## src/rtl/display_pkg.sv

```systemverilog
// display_pkg: shared types and constants for the multiplexed seven-segment
// scanner.
//   seg7_t       - active-low segment vector, bit 0 = a ... bit 6 = g
//   SEG_BLANK    - all segments dark
//   HEX7_TABLE   - nibble to active-low segment pattern
//   scan_state_t - scan sequencer states
package display_pkg;

    typedef logic [6:0] seg7_t;

    localparam seg7_t SEG_BLANK = 7'h7F;

    localparam seg7_t HEX7_TABLE [16] = '{
        7'h40, 7'h79, 7'h24, 7'h30,
        7'h19, 7'h12, 7'h02, 7'h78,
        7'h00, 7'h10, 7'h08, 7'h03,
        7'h46, 7'h21, 7'h06, 7'h0E
    };

    typedef enum logic {
        ST_IDLE,
        ST_SCAN
    } scan_state_t;

endpackage

```

## src/rtl/display_scan_if.sv

```systemverilog
// display_scan_if: groups the scanner's strobe, data and pin signals.
//   master - system side: drives digsel/load/value/dp_in/blank_in/blink_in,
//            observes an/seg/dp/frame
//   slave  - scanner side: the reverse
interface display_scan_if
    import display_pkg::*;
#(
    parameter int NDIG = 4
);
    logic              digsel;
    logic              load;
    logic [4*NDIG-1:0] value;
    logic [NDIG-1:0]   dp_in;
    logic [NDIG-1:0]   blank_in;
    logic [NDIG-1:0]   blink_in;
    logic [NDIG-1:0]   an;
    seg7_t             seg;
    logic              dp;
    logic              frame;

    modport master (
        output digsel, load, value, dp_in, blank_in, blink_in,
        input  an, seg, dp, frame
    );

    modport slave (
        input  digsel, load, value, dp_in, blank_in, blink_in,
        output an, seg, dp, frame
    );

endinterface

```

## src/rtl/hex7seg.sv

```systemverilog
// hex7seg: combinational hex nibble to active-low seven-segment lookup.
//   nibble - 4-bit hex digit
//   seg    - active-low segments, seg[0] = a ... seg[6] = g
module hex7seg
    import display_pkg::*;
(
    input  logic [3:0] nibble,
    output seg7_t      seg
);

    assign seg = HEX7_TABLE[nibble];

endmodule

```

## src/rtl/display_scan.sv

```systemverilog
// display_scan: multiplexed common-anode seven-segment scanner.
// Double-buffers a hex value (shadow -> display at each wrap) and rotates a
// one-hot anode ring on every digsel strobe. All pin outputs are registered.
//   clk    - system clock, rising edge
//   greset - asynchronous active-high reset
//   bus    - display_scan_if.slave: digsel, load, value, dp_in, blank_in,
//            blink_in in; an, seg, dp, frame out (all active-low except frame)
// Optional feature: define DISP_BLINK_EN to add frame-rate blinking of the
// digits flagged in blink_in (half-period BLINK_DIV frames).
//
// state    | meaning
// ST_IDLE  | since reset, no digsel seen; outputs dark
// ST_SCAN  | ring is rotating; outputs show the selected digit
module display_scan
    import display_pkg::*;
#(
    parameter int NDIG      = 4,
    parameter int BLINK_DIV = 64
)(
    input  logic           clk,
    input  logic           greset,
    display_scan_if.slave  bus
);

    scan_state_t       state_q, state_n;
    logic [NDIG-1:0]   ring, ring_n;
    logic              wrap;

    logic [4*NDIG-1:0] sh_val, dv_val, dv_val_n;
    logic [NDIG-1:0]   sh_dp, dv_dp, dv_dp_n;
    logic [NDIG-1:0]   sh_blank, dv_blank, dv_blank_n;
    logic [NDIG-1:0]   dark_n;

    logic [3:0]        nib;
    logic              dark_sel;
    logic              dp_sel;
    seg7_t             seg_raw;

    logic [NDIG-1:0]   an_q;
    seg7_t             seg_q;
    logic              dp_q;
    logic              frame_q;

    // Ring starts on the last digit so the first strobe is a wrap onto digit 0.
    assign wrap   = bus.digsel & ring[NDIG-1];
    assign ring_n = bus.digsel ? {ring[NDIG-2:0], ring[NDIG-1]} : ring;

    always_ff @(posedge clk or posedge greset) begin
        if (greset) begin
            state_q <= ST_IDLE;
            ring    <= {1'b1, {(NDIG-1){1'b0}}};
        end else begin
            state_q <= state_n;
            ring    <= ring_n;
        end
    end

    always_comb begin
        state_n = state_q;
        if (bus.digsel)
            state_n = ST_SCAN;
    end

    always_ff @(posedge clk or posedge greset) begin
        if (greset) begin
            sh_val   <= '0;
            sh_dp    <= '0;
            sh_blank <= '0;
            dv_val   <= '0;
            dv_dp    <= '0;
            dv_blank <= '0;
        end else begin
            if (bus.load) begin
                sh_val   <= bus.value;
                sh_dp    <= bus.dp_in;
                sh_blank <= bus.blank_in;
            end
            dv_val   <= dv_val_n;
            dv_dp    <= dv_dp_n;
            dv_blank <= dv_blank_n;
        end
    end

    // A load coinciding with the wrap goes straight to the display register,
    // otherwise the new frame would show data one load stale.
    always_comb begin
        dv_val_n   = dv_val;
        dv_dp_n    = dv_dp;
        dv_blank_n = dv_blank;
        if (wrap) begin
            if (bus.load) begin
                dv_val_n   = bus.value;
                dv_dp_n    = bus.dp_in;
                dv_blank_n = bus.blank_in;
            end else begin
                dv_val_n   = sh_val;
                dv_dp_n    = sh_dp;
                dv_blank_n = sh_blank;
            end
        end
    end

`ifdef DISP_BLINK_EN
    localparam int CW = (BLINK_DIV > 1) ? $clog2(BLINK_DIV) : 1;

    logic [CW-1:0]   blink_cnt;
    logic            phase;
    logic [NDIG-1:0] sh_blink, dv_blink, dv_blink_n;
    logic            dv_phase, dv_phase_n;

    always_ff @(posedge clk or posedge greset) begin
        if (greset) begin
            blink_cnt <= '0;
            phase     <= 1'b0;
            sh_blink  <= '0;
            dv_blink  <= '0;
            dv_phase  <= 1'b0;
        end else begin
            if (bus.load)
                sh_blink <= bus.blink_in;
            if (wrap) begin
                if (blink_cnt == CW'(BLINK_DIV - 1)) begin
                    blink_cnt <= '0;
                    phase     <= ~phase;
                end else begin
                    blink_cnt <= blink_cnt + 1'b1;
                end
            end
            dv_blink <= dv_blink_n;
            dv_phase <= dv_phase_n;
        end
    end

    // Phase is sampled into the display register at the wrap so that a whole
    // frame uses one phase value.
    assign dv_blink_n = wrap ? (bus.load ? bus.blink_in : sh_blink) : dv_blink;
    assign dv_phase_n = wrap ? phase : dv_phase;
    assign dark_n     = dv_blank_n | (dv_blink_n & {NDIG{dv_phase_n}});
`else
    logic unused_blink;
    assign unused_blink = (^bus.blink_in) ^ (BLINK_DIV > 0);
    assign dark_n       = dv_blank_n;
`endif

    always_comb begin
        nib      = 4'h0;
        dark_sel = 1'b0;
        dp_sel   = 1'b0;
        for (int i = 0; i < NDIG; i++) begin
            if (ring_n[i]) begin
                nib      = dv_val_n[i*4 +: 4];
                dark_sel = dark_n[i];
                dp_sel   = dv_dp_n[i];
            end
        end
    end

    hex7seg u_hex7seg (
        .nibble (nib),
        .seg    (seg_raw)
    );

    always_ff @(posedge clk or posedge greset) begin
        if (greset) begin
            an_q    <= '1;
            seg_q   <= SEG_BLANK;
            dp_q    <= 1'b1;
            frame_q <= 1'b0;
        end else begin
            frame_q <= wrap;
            if (bus.digsel) begin
                an_q  <= ~ring_n;
                seg_q <= dark_sel ? SEG_BLANK : seg_raw;
                dp_q  <= dark_sel | ~dp_sel;
            end
        end
    end

    assign bus.an    = an_q;
    assign bus.seg   = seg_q;
    assign bus.dp    = dp_q;
    assign bus.frame = frame_q;

endmodule

```

## src/flat_wrapper.sv

```systemverilog
// flat-port wrapper written by rule: the top's interface ports become plain ports
module display_scan_flat import display_pkg::*;
#(
    parameter int NDIG      = 4,
    parameter int BLINK_DIV = 64
)
  (clk, greset, bus_digsel, bus_load, bus_value, bus_dp_in, bus_blank_in, bus_blink_in, bus_an, bus_seg, bus_dp, bus_frame);
  display_scan_if #(.NDIG(NDIG)) bus_i ();
  input  logic clk;
  input  logic greset;
  input wire logic [$bits(bus_i.digsel)-1:0] bus_digsel;
  input wire logic [$bits(bus_i.load)-1:0] bus_load;
  input wire logic [$bits(bus_i.value)-1:0] bus_value;
  input wire logic [$bits(bus_i.dp_in)-1:0] bus_dp_in;
  input wire logic [$bits(bus_i.blank_in)-1:0] bus_blank_in;
  input wire logic [$bits(bus_i.blink_in)-1:0] bus_blink_in;
  output wire logic [$bits(bus_i.an)-1:0] bus_an;
  output wire logic [$bits(bus_i.seg)-1:0] bus_seg;
  output wire logic [$bits(bus_i.dp)-1:0] bus_dp;
  output wire logic [$bits(bus_i.frame)-1:0] bus_frame;
  assign bus_i.digsel = bus_digsel;
  assign bus_i.load = bus_load;
  assign bus_i.value = bus_value;
  assign bus_i.dp_in = bus_dp_in;
  assign bus_i.blank_in = bus_blank_in;
  assign bus_i.blink_in = bus_blink_in;
  assign bus_an = bus_i.an;
  assign bus_seg = bus_i.seg;
  assign bus_dp = bus_i.dp;
  assign bus_frame = bus_i.frame;
  display_scan #(.NDIG(NDIG), .BLINK_DIV(BLINK_DIV)) u_core (.clk(clk), .greset(greset), .bus(bus_i));
endmodule
```

## config.mk

```make
export PLATFORM = sky130hd
export DESIGN_NAME = display_scan_flat
export DESIGN_NICKNAME = d
export VERILOG_FILES = /design/src/rtl/display_pkg.sv /design/src/rtl/display_scan_if.sv /design/src/rtl/hex7seg.sv /design/src/rtl/display_scan.sv /design/src/flat_wrapper.sv
export SDC_FILE = /design/constraint.sdc
export NUM_CORES = 1
export LEC_CHECK = 0
export CORE_UTILIZATION = 58
export DETAILED_ROUTE_END_ITERATION = 12
export PLACE_DENSITY = 0.81
export SETUP_SLACK_MARGIN = 0.4
export SYNTH_ARGS = -nofsm -noshare
export SYNTH_HDL_FRONTEND = slang
export SYNTH_SLANG_ARGS = --single-unit
```

## constraint.sdc

```tcl
create_clock -name clk -period 6.1 [get_ports clk]
set_input_delay 1.22 -clock clk [delete_from_list [all_inputs] [get_ports clk]]
set_output_delay 1.22 -clock clk [all_outputs]
set_load 0.05 [all_outputs]
```

After elaboration in Yosys (flattened, before gate mapping)
Memory sizes are Yosys's and may differ from the RTL's. Cells that the tools add are included.

Memory bits (read-only): 112. Bits of input ports: 32. Output and inout port bits: 13. Flip-flop bits (word level): 65. Memories kept: 1.

Memory list: (no name shown) (depth 16, bits a word 7, rd ports 1, clocked after Yosys merged registers in 0, wr ports 0, line hex7seg.sv:11) `assign seg = HEX7_TABLE[nibble];`.

Bitwise logic cells: 5. Mux-type cells: 22. $lt $le $gt $ge: 1.

Operator list (number): $mux W4 (9); $mux W16 (2); $mux W7 (3); $mux W1 (8); $ge A5 B5 Y1 const B (1); $not A4 Y5 (1); $not A4 Y4 (1); $and A1 B1 Y1 (1); $not A1 Y1 (1); $or A1 B1 Y1 (1).

Depth between registers and ports, before layout
Word-level depth: 11. Depth in mapped cells: 13. Depth with buffers taken out: 10.

Modules after synthesis
A second synthesis with hierarchy kept.

Cells, all modules: 260. Area, all modules: 2970.3 µm².

By module, submodules not included: display_scan (cells each 228, seq. area each 1642.8 µm², area an instance 2695.1 µm², times used 1); hex7seg (cells each 32, seq. area each 0.0 µm², area an instance 275.3 µm², times used 1).

Least setup slack after synthesis
OpenSTA, ideal clock, no wires.

Path type: input -> register. From: in bus_load. To: reg u_core.seg_q[3] (netlist: u_core.bus.seg[3]). Library setup time: 0.094 ns. Setup slack: 2.677 ns. Path buffers: 3. Arrival time: 3.328 ns. Stages on the path: 12. Path through: buf_6 > buf_8 > buf_8 > mux2i_1 > nor2_1 > a2111oi_0 > o22ai_1 > inv_1 > ha_1 > nor3_1 > a21oi_1 > a311oi_1.

Longest elaborated chain between the ends: 11.

Ends and longest elaborated chain: start, declared (line flat_wrapper.sv:12) `input wire logic [$bits(bus_i.load)-1:0] bus_load;`; $mux W16 (line display_scan.sv:91) `if (bus.load) begin`; $mux W16 (line display_scan.sv:90) `if (wrap) begin`; $mux W4 (4 in series) (line display_scan.sv:150) `if (ring_n[i]) begin`; $not A4 Y5 (implied by the code) (line hex7seg.sv:11); $mem_v2 Z16 W7; $mux W7 (implied by the code) (2 in series) (line hex7seg.sv:11); $mux W7 (*) (line display_scan.sv:173) `seg_q <= dark_sel ? SEG_BLANK : seg_raw;`; end signal, assigned (line display_scan.sv:173); end, declared (line display_scan.sv:40) `seg7_t seg_q;`.

Every way passes the cells marked *; elsewhere a longest branch is shown, timed or not. The select of a mux whose other input is x is not followed. A chain may end at the register's enable or synchronous reset.

Worst setup path after layout
Same ends and word-level chain as after synthesis.

==> results.toml <==
[grt]
antenna_found_initial = 0
grt_overflow = 0
grt_max_degree = 66
first_global_vias = 2004
grt_pass1_wl_mm = 9.43
grt_usage_pct = 23.3

[layout]
areaGrowthSynthToFinish_pct = 18.6
drive_above_1_share_pct = 20.8
finalNetCount = 341
n_fill_cell = 373
diodes = 0

[setup_path]
endpoint = "u_core.bus.seg[3]"
r2r_cells = 10
endpoint_kind = "flop"
cp_max_fo = 12
rr_startpoint = "u_core.ring[3]"
critPathArrivalTime_ns = 4.41
r2r-end = "u_core.bus.seg[3]"
r2r_slack_ns = 2.77
start_kind = "primary input"
path_class = "primary input to flop"
crit_start = "bus_load"
cp.required_ns = 6.35

[power_and_ir_drop]
internal-power_w = 0.00108
seq_power_share_pct = 37.0
p_sw_share_pct = 39.7
ir_drop_mv = 0.259
switching_power_w = 0.000709
pwr-share-clk_pct = 17.9
p_per_area_nw_per_um2 = 489
p_comb_share_pct = 45.1
p_leak_nw = 1.60

[timing]
tns_ns = 0
worst_slew_pin_slew_ns = 0.839
relSlewSlack_pct = 43.7
fmax_mhz = 240
min_period_over_period_pct = 68.2
fin_crit_ns = 4.16
skew_ns = 0.00611
finalSetupViolCount = 0
rsz0062_at_grt = "no"
hold_violations = 0
post-route-worst-setup-slack_ns = 1.94
drv_slew = 0

[synth]
synthFlopType = "dfrtp_1"
netlist-cell-type-count = 50
syn-num-nets = 300
syn_inst = 262
synth-edff-count = 0
synth-async-reset-ratio_pct = 100
ys_top_cells_by_count = "dfrtp_1 (52), inv_1 (28), a21oi_1 (20), mux2_2 (18), mux2i_1 (14)"
seq_area_frac_synth_pct = 53.4
yosysWarnings = 0
synth.avg_cell_area_um2 = 11.8
post-synth-top-count-cell = "dfrtp_1"
synth_top_area_cell = "dfrtp_1"
ys_ff_latch = 65
syn_area_um2 = 3080
synth_top_area_share_pct = 42.3
synthTopCellsByArea = "dfrtp_1 (42%), dfstp_2 (11%), mux2_2 (6.6%), mux2i_1 (4.6%), inv_1 (3.4%)"

[hold_path]
hp-class = "flop to flop"

[clocking]
cts.repair.resized = 0
clk_pin_slew_worst_paths_ns = 0.06
insertion_delay_ns = 0.34
clock_path_buffers = 2
cts.sinks = 65
root_buffer = "clkbuf_8"
cts_made_buffers = 9
post_cts_buffers = 0
ctsHoldBuffers = 0
cts_tree = "done"
htree_levels = 3

[floorplanning]
die_w_um = 74.9
core_area_um2 = 5110
dieArea_um2 = 5600
io_pins = 45
die_h_um = 74.9
start_util_pct = 60.3
placementRows = 26

[routing]
routedWlPerCell_um = 15.1
avgViaCountPerCell = 5.43
routed_wl_mm = 5.72
first_pass_iters = 4
vias = 2053
drt_iter0_drc = 127
drcViolationCount = 0
postRouteAntennaNets = 0

[place]
hpwl_mm = 3.91
pre_cts_slack_ns = 1.64
io_buffers = 40
gp_congestion = 0.921

[outcome]
status = "completed"

[job]
cap_violations = 0
## sequential cells by signal, indices dropped and copies added (netlist names), 4 cells and up
| register | cells |
|---|---|
| u_core.dv_val | 16 |
| u_core.sh_val | 16 |
| u_core.bus.seg | 7 |
| u_core.bus.an | 4 |
| u_core.dv_blank | 4 |
| u_core.dv_dp | 4 |
| u_core.ring | 4 |
| u_core.sh_blank | 4 |
| u_core.sh_dp | 4 |
## per-layer routing
layer / global-route usage, % / wire, µm
met5: 0 / 0
met4: 12.6 / 125
met3: 4.82 / 266
met1: 32.7 / 2710
met2: 34.3 / 2620
## power groups by stage
stage	Sequential [W]	Clock, W	Combinational [W]
final	0.000660	0.000320	0.000805
after CTS	0.000660	0.000330	0.000803
after global placement	0.000662	0	0.000784
after global routing	0.000678	0.000348	0.000881
after floorplan	0.000770	0	0.000519
after detailed placement	0.000667	0	0.000795
## cells in the final DEF (no fill, tap or decap), drive strengths merged, types with 3 or more instances in the layout
cell,instances
a31oi,3
clkdlybuf4s50,40
inv,30
a2111oi,3
o21ai,13
nand2,14
ha,6
a21oi,20
a211oi,3
o32a,3
dfrtp,52
dfstp,13
mux2i,18
clkbuf,14
a221oi,5
nor2,12
o31ai,3
nor3,6
buf,3
mux2,22
## cell type report
type	instances	area, µm²	area share, %
well taps	70	87.6	2.40
clock inverters	2	12.5	0.343
inverters	30	113	3.08
clock buffers	14	163	4.45
repair buffers	43	423	11.6
multi-input cells	154	1210	33.2
flip-flops and latches	65	1640	45.0
## per-stage QoR
step,hold WS (ns),power (W),cells,instance area [µm²],utilization (%)
6_report,0.467,0.00178,378,3650,71.5
5_1_grt,0.507,0.00191,378,3650,71.5
4_1_cts,0.470,0.00179,378,3650,71.5
3_5_place_dp,0.455,0.00146,362,3480,68.1
3_3_place_gp,0.448,0.00145,362,3480,68.1
2_1_floorplan,0.436,0.00129,262,3080,-
## kinds of logic after synthesis
kind of cell             Yosys count  share of synthesized area, %
AO/OA/AOI/OAI                     65                          15.1
flip-flops                        65                          53.4
buffers and inverters             43                          7.31
AND/OR/NAND/NOR                   42                          6.34
multiplexers                      40                          15.2
adder cells (fa/ha/maj)            6                          2.44
XOR/XNOR                           1                         0.284
## critical path, stage by stage
cell,delay [ns]
clkdlybuf4s50_1,0.87
mux2i_1,0.21
a2111oi_0,0.47
a2111oi_0,0.13
o22ai_1,0.45
inv_1,0.16
ha_1,0.33
nor3_1,0.22
a21oi_1,0.06
a311oi_1,0.27
## how the worst min path moves through the flow
stage	startpoint	to	slack [ns]	cells after the start
global route	u_core.sh_blank[1]	u_core.sh_blank[1]	0.51	1
detailed placement	u_core.dv_val[13]	u_core.dv_val[13]	0.45	2
finish	u_core.dv_val[13]	u_core.dv_val[13]	0.47	2
CTS	u_core.dv_val[13]	u_core.dv_val[13]	0.47	2
global placement	u_core.dv_val[13]	u_core.dv_val[13]	0.45	2
floorplan	u_core.dv_val[13]	u_core.dv_val[13]	0.44	2
No activity file was read; power rests on OpenSTA's default activity.
